### config.mk
export PLATFORM = sky130hd
export DESIGN_NAME = multicycle_controller
export DESIGN_NICKNAME = d
export VERILOG_FILES = /design/src/rtl/multicycle_controller_pkg.sv /design/src/rtl/multicycle_controller_alu_decoder.sv /design/src/rtl/multicycle_controller.sv
export SDC_FILE = /design/constraint.sdc
export NUM_CORES = 1
export LEC_CHECK = 0
export CAP_MARGIN = 20
export CORE_MARGIN = 2
export CORE_UTILIZATION = 63
export CTS_CLUSTER_SIZE = 16
export DETAILED_ROUTE_END_ITERATION = 10
export DONT_BUFFER_PORTS = 1
export PLACE_DENSITY = 0.77
export REMOVE_ABC_BUFFERS = 1
export SLEW_MARGIN = 20
export SYNTH_ARGS = -nofsm -noshare
export SYNTH_HDL_FRONTEND = slang
export SYNTH_HIERARCHICAL = 1
export SYNTH_SLANG_ARGS = --single-unit
### constraint.sdc
create_clock -name clk -period 2.25 [get_ports clk]
set_input_delay 0.225 -clock clk [delete_from_list [all_inputs] [get_ports clk]]
set_output_delay 0.225 -clock clk [all_outputs]
set_load 0.01 [all_outputs]
### src/rtl/multicycle_controller_pkg.sv
// mc_pkg: shared state enum, opcodes and datapath select encodings for the multi-cycle controller
package mc_pkg;
  typedef enum logic [3:0] {
    FETCH, DECODE, MEMADR, MEMREAD, MEMWB, MEMWRITE,
    EXECUTER, EXECUTEI, ALUWB, BEQ, JAL
`ifdef MC_ILLEGAL_TRAP_EN
    , TRAP
`endif
  } state_t;
  localparam logic [6:0] OP_LOAD   = 7'b0000011;
  localparam logic [6:0] OP_STORE  = 7'b0100011;
  localparam logic [6:0] OP_OP     = 7'b0110011;
  localparam logic [6:0] OP_OPIMM  = 7'b0010011;
  localparam logic [6:0] OP_BRANCH = 7'b1100011;
  localparam logic [6:0] OP_JAL    = 7'b1101111;
  localparam logic [1:0] ALUOP_ADD   = 2'b00;
  localparam logic [1:0] ALUOP_SUB   = 2'b01;
  localparam logic [1:0] ALUOP_FUNCT = 2'b10;
  localparam logic [2:0] ALUC_ADD = 3'b000;
  localparam logic [2:0] ALUC_SUB = 3'b001;
  localparam logic [2:0] ALUC_AND = 3'b010;
  localparam logic [2:0] ALUC_OR  = 3'b011;
  localparam logic [2:0] ALUC_SLT = 3'b101;
  localparam logic [1:0] SRCA_PC    = 2'b00;
  localparam logic [1:0] SRCA_OLDPC = 2'b01;
  localparam logic [1:0] SRCA_RS1   = 2'b10;
  localparam logic [1:0] SRCB_RS2  = 2'b00;
  localparam logic [1:0] SRCB_IMM  = 2'b01;
  localparam logic [1:0] SRCB_FOUR = 2'b10;
  localparam logic [1:0] RES_ALUOUT = 2'b00;
  localparam logic [1:0] RES_DATA   = 2'b01;
  localparam logic [1:0] RES_ALU    = 2'b10;
  localparam logic [1:0] IMM_I = 2'b00;
  localparam logic [1:0] IMM_S = 2'b01;
  localparam logic [1:0] IMM_B = 2'b10;
  localparam logic [1:0] IMM_J = 2'b11;
endpackage

### src/rtl/multicycle_controller_alu_decoder.sv
// alu_decoder: maps ALUOp, op[5], funct3 and funct7b5 to the 3-bit ALUControl
module alu_decoder
  import mc_pkg::*;
(
  input  logic [1:0] alu_op,
  input  logic       op5,
  input  logic [2:0] funct3,
  input  logic       funct7b5,
  output logic [2:0] alu_control
);
  logic [2:0] w_funct;
  // subtract only for R-type with bit 30 set; immediate forms never subtract
  assign w_funct = funct3 == 3'b010 ? ALUC_SLT :
                   funct3 == 3'b110 ? ALUC_OR :
                   funct3 == 3'b111 ? ALUC_AND :
                   (funct3 == 3'b000 && op5 && funct7b5) ? ALUC_SUB : ALUC_ADD;
  assign alu_control = alu_op == ALUOP_SUB ? ALUC_SUB :
                       alu_op == ALUOP_FUNCT ? w_funct : ALUC_ADD;
endmodule

### src/rtl/multicycle_controller.sv
// multicycle_controller: RV32I multi-cycle control FSM; MC_ILLEGAL_TRAP_EN adds a sticky TRAP state for unknown opcodes
module multicycle_controller
  import mc_pkg::*;
(
  input  logic        clk,
  input  logic        rst,
  input  logic [6:0]  op,
  input  logic [2:0]  funct3,
  input  logic        funct7b5,
  input  logic        zero,
  input  logic        mem_ready,
  output logic        PCWrite,
  output logic        AdrSrc,
  output logic        IRWrite,
  output logic        MemWrite,
  output logic        RegWrite,
  output logic [1:0]  ResultSrc,
  output logic [1:0]  ALUSrcA,
  output logic [1:0]  ALUSrcB,
  output logic [1:0]  ImmSrc,
  output logic [2:0]  ALUControl,
  output logic [31:0] instret,
  output logic        illegal_instr
);
`ifdef MC_ILLEGAL_TRAP_EN
  localparam state_t ILL_NEXT = TRAP;
`else
  localparam state_t ILL_NEXT = FETCH;
`endif
  state_t      r_state, w_next;
  logic [31:0] r_instret;
  logic [1:0]  w_alu_op;
  logic        w_pc, w_ir, w_mem, w_reg, w_retire;
  // state register
  always_ff @(posedge clk) begin
    if (rst) r_state <= FETCH;
    else r_state <= w_next;
  end
  // retired-instruction counter, bumped on every completing return to FETCH
  always_ff @(posedge clk) begin
    if (rst) r_instret <= '0;
    else if (w_retire) r_instret <= r_instret + 32'd1;
  end
  // next-state and Moore output decode
  always_comb begin
    w_next = r_state;
    w_alu_op = ALUOP_ADD;
    w_pc = 1'b0;
    w_ir = 1'b0;
    w_mem = 1'b0;
    w_reg = 1'b0;
    AdrSrc = 1'b0;
    ResultSrc = RES_ALUOUT;
    ALUSrcA = SRCA_PC;
    ALUSrcB = SRCB_RS2;
    case (r_state)
      FETCH: begin
        ResultSrc = RES_ALU;
        ALUSrcB = SRCB_FOUR;
        w_pc = mem_ready;
        w_ir = mem_ready;
        w_next = mem_ready ? DECODE : FETCH;
      end
      DECODE: begin
        ALUSrcA = SRCA_OLDPC;
        ALUSrcB = SRCB_IMM;
        w_next = (op == OP_LOAD || op == OP_STORE) ? MEMADR :
                 op == OP_OP ? EXECUTER :
                 op == OP_OPIMM ? EXECUTEI :
                 op == OP_BRANCH ? BEQ :
                 op == OP_JAL ? JAL : ILL_NEXT;
      end
      MEMADR: begin
        ALUSrcA = SRCA_RS1;
        ALUSrcB = SRCB_IMM;
        w_next = op[5] ? MEMWRITE : MEMREAD;
      end
      MEMREAD: begin
        AdrSrc = 1'b1;
        w_next = mem_ready ? MEMWB : MEMREAD;
      end
      MEMWB: begin
        ResultSrc = RES_DATA;
        w_reg = 1'b1;
        w_next = FETCH;
      end
      MEMWRITE: begin
        AdrSrc = 1'b1;
        w_mem = 1'b1;
        w_next = mem_ready ? FETCH : MEMWRITE;
      end
      EXECUTER: begin
        ALUSrcA = SRCA_RS1;
        w_alu_op = ALUOP_FUNCT;
        w_next = ALUWB;
      end
      EXECUTEI: begin
        ALUSrcA = SRCA_RS1;
        ALUSrcB = SRCB_IMM;
        w_alu_op = ALUOP_FUNCT;
        w_next = ALUWB;
      end
      ALUWB: begin
        w_reg = 1'b1;
        w_next = FETCH;
      end
      BEQ: begin
        ALUSrcA = SRCA_RS1;
        w_alu_op = ALUOP_SUB;
        w_pc = zero;
        w_next = FETCH;
      end
      JAL: begin
        ALUSrcA = SRCA_OLDPC;
        ALUSrcB = SRCB_FOUR;
        w_pc = 1'b1;
        w_next = ALUWB;
      end
`ifdef MC_ILLEGAL_TRAP_EN
      TRAP: w_next = TRAP;
`endif
      default: w_next = FETCH;
    endcase
  end
  assign w_retire = r_state == MEMWB || r_state == ALUWB || r_state == BEQ ||
                    (r_state == MEMWRITE && mem_ready);
  assign PCWrite = w_pc & ~rst;
  assign IRWrite = w_ir & ~rst;
  assign MemWrite = w_mem & ~rst;
  assign RegWrite = w_reg & ~rst;
  assign ImmSrc = op == OP_STORE ? IMM_S :
                  op == OP_BRANCH ? IMM_B :
                  op == OP_JAL ? IMM_J : IMM_I;
  assign instret = r_instret;
`ifdef MC_ILLEGAL_TRAP_EN
  assign illegal_instr = r_state == TRAP;
`else
  assign illegal_instr = 1'b0;
`endif
  alu_decoder u_alu_decoder (
    .alu_op(w_alu_op),
    .op5(op[5]),
    .funct3(funct3),
    .funct7b5(funct7b5),
    .alu_control(ALUControl)
  );
endmodule
==> results.sh <==
export IMPL_drive_gt1_share_pct=10.2
export IMPL_leakagePower_nw=0.747
export IMPL_ys_seq_area_share_pct=34.4
export IMPL_power_density_nw_per_um2=462
export IMPL_vias=1914
export IMPL_cap_violations=0
export IMPL_synth_cells=270
export IMPL_cts_max_path_buffers=2
export IMPL_detail_route_antenna_nets=0
export IMPL_outcome="finished clean"
export IMPL_min_period_ns=2.04
export IMPL_die_w_um=61.6
export IMPL_utilization_pct=71.7
export IMPL_cp_end_kind="flip-flop"
export IMPL_critPathLaunchType="flip-flop"
export IMPL_gp_congestion=0.870
export IMPL_initial_utilization_pct=67.4
export IMPL_p_int_uw=775
export IMPL_p_comb_share_pct=5.8
export IMPL_worst_pin_slew_ns=0.603
export IMPL_antenna_found_initial=0
export IMPL_tns_ns=0
export IMPL_core_um2=3100
export IMPL_synth_seq_cells=36
export IMPL_ys_types=47
export IMPL_drc=0
export IMPL_rsz0062_at_grt="no"
export IMPL_clock_latency_ns=0.34
export IMPL_first_pass_iters=4
export IMPL_cts_max_level=2
export IMPL_mostFrequentLayoutCell="nor2_1"
export IMPL_seq_power_share_pct=62.4
export IMPL_gr_total_overflow=0
export IMPL_post_route_period_util_pct=90.9
export IMPL_n_antenna_cell=0
export IMPL_synth_edf_count=0
export IMPL_synthArstFlopShare_pct=0
export IMPL_setup_viol=0
export IMPL_synth_avg_cell_area_um2=7.75
export IMPL_rows=20
export IMPL_io_buffers=0
export IMPL_cts_tree="done"
export IMPL_grt_pass1_vias=1713
export IMPL_grt_use_total_pct=27.2
export IMPL_regToRegSetupSlack_ns=0.21
export IMPL_hpwl_mm=3.40
export IMPL_layout_common_cells="43 x nor2_1, 36 x dfxtp_1, 20 x nand2_1"
export IMPL_crit_chain="nand2b_1 -> o21ai_2 -> nand4_2 -> or3_1 -> a21oi_1"
export IMPL_grt_max_degree=36
export IMPL_hold_violations=0
export IMPL_switching_share_pct=24.5
export IMPL_crit_family="simple AND/OR/NAND/NOR gates"
export IMPL_clk_pin_slew_worst_paths_ns=0.11
export IMPL_num_nets_final=291
export IMPL_synth_ff_type="dfxtp_1"
export IMPL_drt_iter0_markers=120
export IMPL_numCtsBuffers=5
export IMPL_synth_area_um2=2090
export IMPL_crit_type="flip-flop to flip-flop"
export IMPL_clock_fmax_ghz=0.489
export IMPL_cts_sinks=36
export IMPL_critPathSlowestCell="dfxtp_1"
export IMPL_worstPathMaxFanout=12
export IMPL_relSlewSlack_pct=59.2
export IMPL_die_y_um=61.6
export IMPL_drt_total_wl_mm=4.83
export IMPL_via_per_inst=6.00
export IMPL_dieArea_um2=3800
export IMPL_cts_root_buf="clkbuf_4"
export IMPL_area_growth_pct=6.28
export IMPL_cts_resized=0
export IMPL_wl_per_cell_um=15.1
export IMPL_grt_pass1_wl_mm=7.63
export IMPL_slew_viol_final=0
export IMPL_crit_arrival_ns=2.32
export IMPL_cp_required_ns=2.52
export IMPL_pwr_share_clk_pct=31.9
export IMPL_p_sw_uw=251
export IMPL_ir_drop_mv=0.417
export IMPL_fin_skew_ns=0.00681
export IMPL_synth_warnings=6
export IMPL_io_pins=64
export IMPL_critPathBufInv=0
export IMPL_hp_class="input port to flip-flop"
export IMPL_max_stage_delay_ns=0.42
==> sequential cells by signal, summed over array words and instances, names as in the netlist <==
signal and count:
r_state 4, instret 32
==> worst reg2reg max path, stage by stage, from the launching register on <==
cell and delay [ns]:
dfxtp_1 0.42, nand2b_1 0.30, o21ai_2 0.37, nand4_2 0.31
or3_1 0.43, a21oi_1 0.16
==> cell usage after synthesis (2+ instances only) <==
cell       n  share of area [%]
dfxtp_1   36                 34
nor3_1    12                2.9
nand2_1   20                3.6
nand3_1    7                1.7
nand2b_1   4                1.2
buf_6      2                1.1
a31oi_1    2               0.60
inv_1      9                1.6
nor2_1    43                7.7
o21ai_0   11                2.6
clkbuf_1   9                1.6
and4_1     2               0.84
a21oi_1   12                2.9
xor2_1    14                5.9
a211oi_1   2               0.72
a32oi_1    2               0.84
xnor2_1   12                5.0
nor4b_1    3                1.3
or2_2      2               0.60
nand4_2    2                1.2
nor4_1    10                3.0
nand3b_1   2               0.72
and3_1     6                1.8
or3_1      8                2.4
o22ai_1    3               0.90
nand4_1   14                4.2
==> cell families (layout without fill, tap and decap cells) <==
group / after synthesis / after routing / share of synthesized area [%]
compound gates: 39 / 39 / 11.2
flops: 36 / 36 / 34.4
other cells: 1 / 1 / 0.179
fa+ha+maj: 1 / 1 / 0.598
buf+inv: 23 / 28 / 5.08
xor+xnor: 26 / 26 / 10.9
simple gates: 143 / 143 / 37.1
mux: 1 / 1 / 0.478
==> metal layers <==
layer  up-vias  track usage (%)  wire length (µm)
met5         -                0                 0
met4         0             9.42                62
li1        968                -                 -
met2        67             44.1              2200
met1       875             33.8              2140
met3         4             9.45               429
==> power groups by stage <==
stage | Clock (mW) | Combinational (mW) | Sequential (mW)
floorplan | 0 | 0.0344 | 0.657
global placement | 0 | 0.0448 | 0.655
detailed placement | 0 | 0.0455 | 0.655
CTS | 0.334 | 0.0587 | 0.640
global route | 0.356 | 0.0653 | 0.641
finish | 0.327 | 0.0590 | 0.640
==> through the flow <==
stage	power, mW	setup WS, ns	cells	hold WS [ns]	instance area (µm²)
after floorplan	0.691	0.317	256	0.294	2020
after global placement	0.700	0.316	311	0.298	2160
after detailed placement	0.700	0.239	311	0.300	2160
after global routing	1.06	0.0755	319	0.0367	2220
after CTS	1.03	0.232	319	0.0291	2220
final	1.03	0.205	319	0.0377	2220
==> path summary, 6_finish.rpt <==
check                                  from     endpoint  depth (start not counted)
worst max-delay path             r_state[3]  instret[25]                          5
worst min-delay path                    rst   r_state[1]                          2
worst min register to register  instret[29]  instret[29]                          2
worst max register to register   r_state[3]  instret[25]                          5
==> layout make-up <==
| class | instances | area (µm²) |
|---|---|---|
| Inverter | 9 | 33.8 |
| Clock buffer | 6 | 41.3 |
| Sequential cell | 36 | 721 |
| Clock inverter | 1 | 5.00 |
| Multi-Input combinational cell | 211 | 1260 |
| Tap cell | 44 | 55.1 |
| Fill cell | 292 | 880 |
| Timing Repair Buffer | 12 | 103 |
==> what timing repair did <==
item | CTS | global route
endpoints found under the setup margin | 0 | 0
hold buffers | 1 | 0
hold endpoints to repair | 35 | 0
buffers inserted | 0 | 0
(Power assumes the default switching activity.)
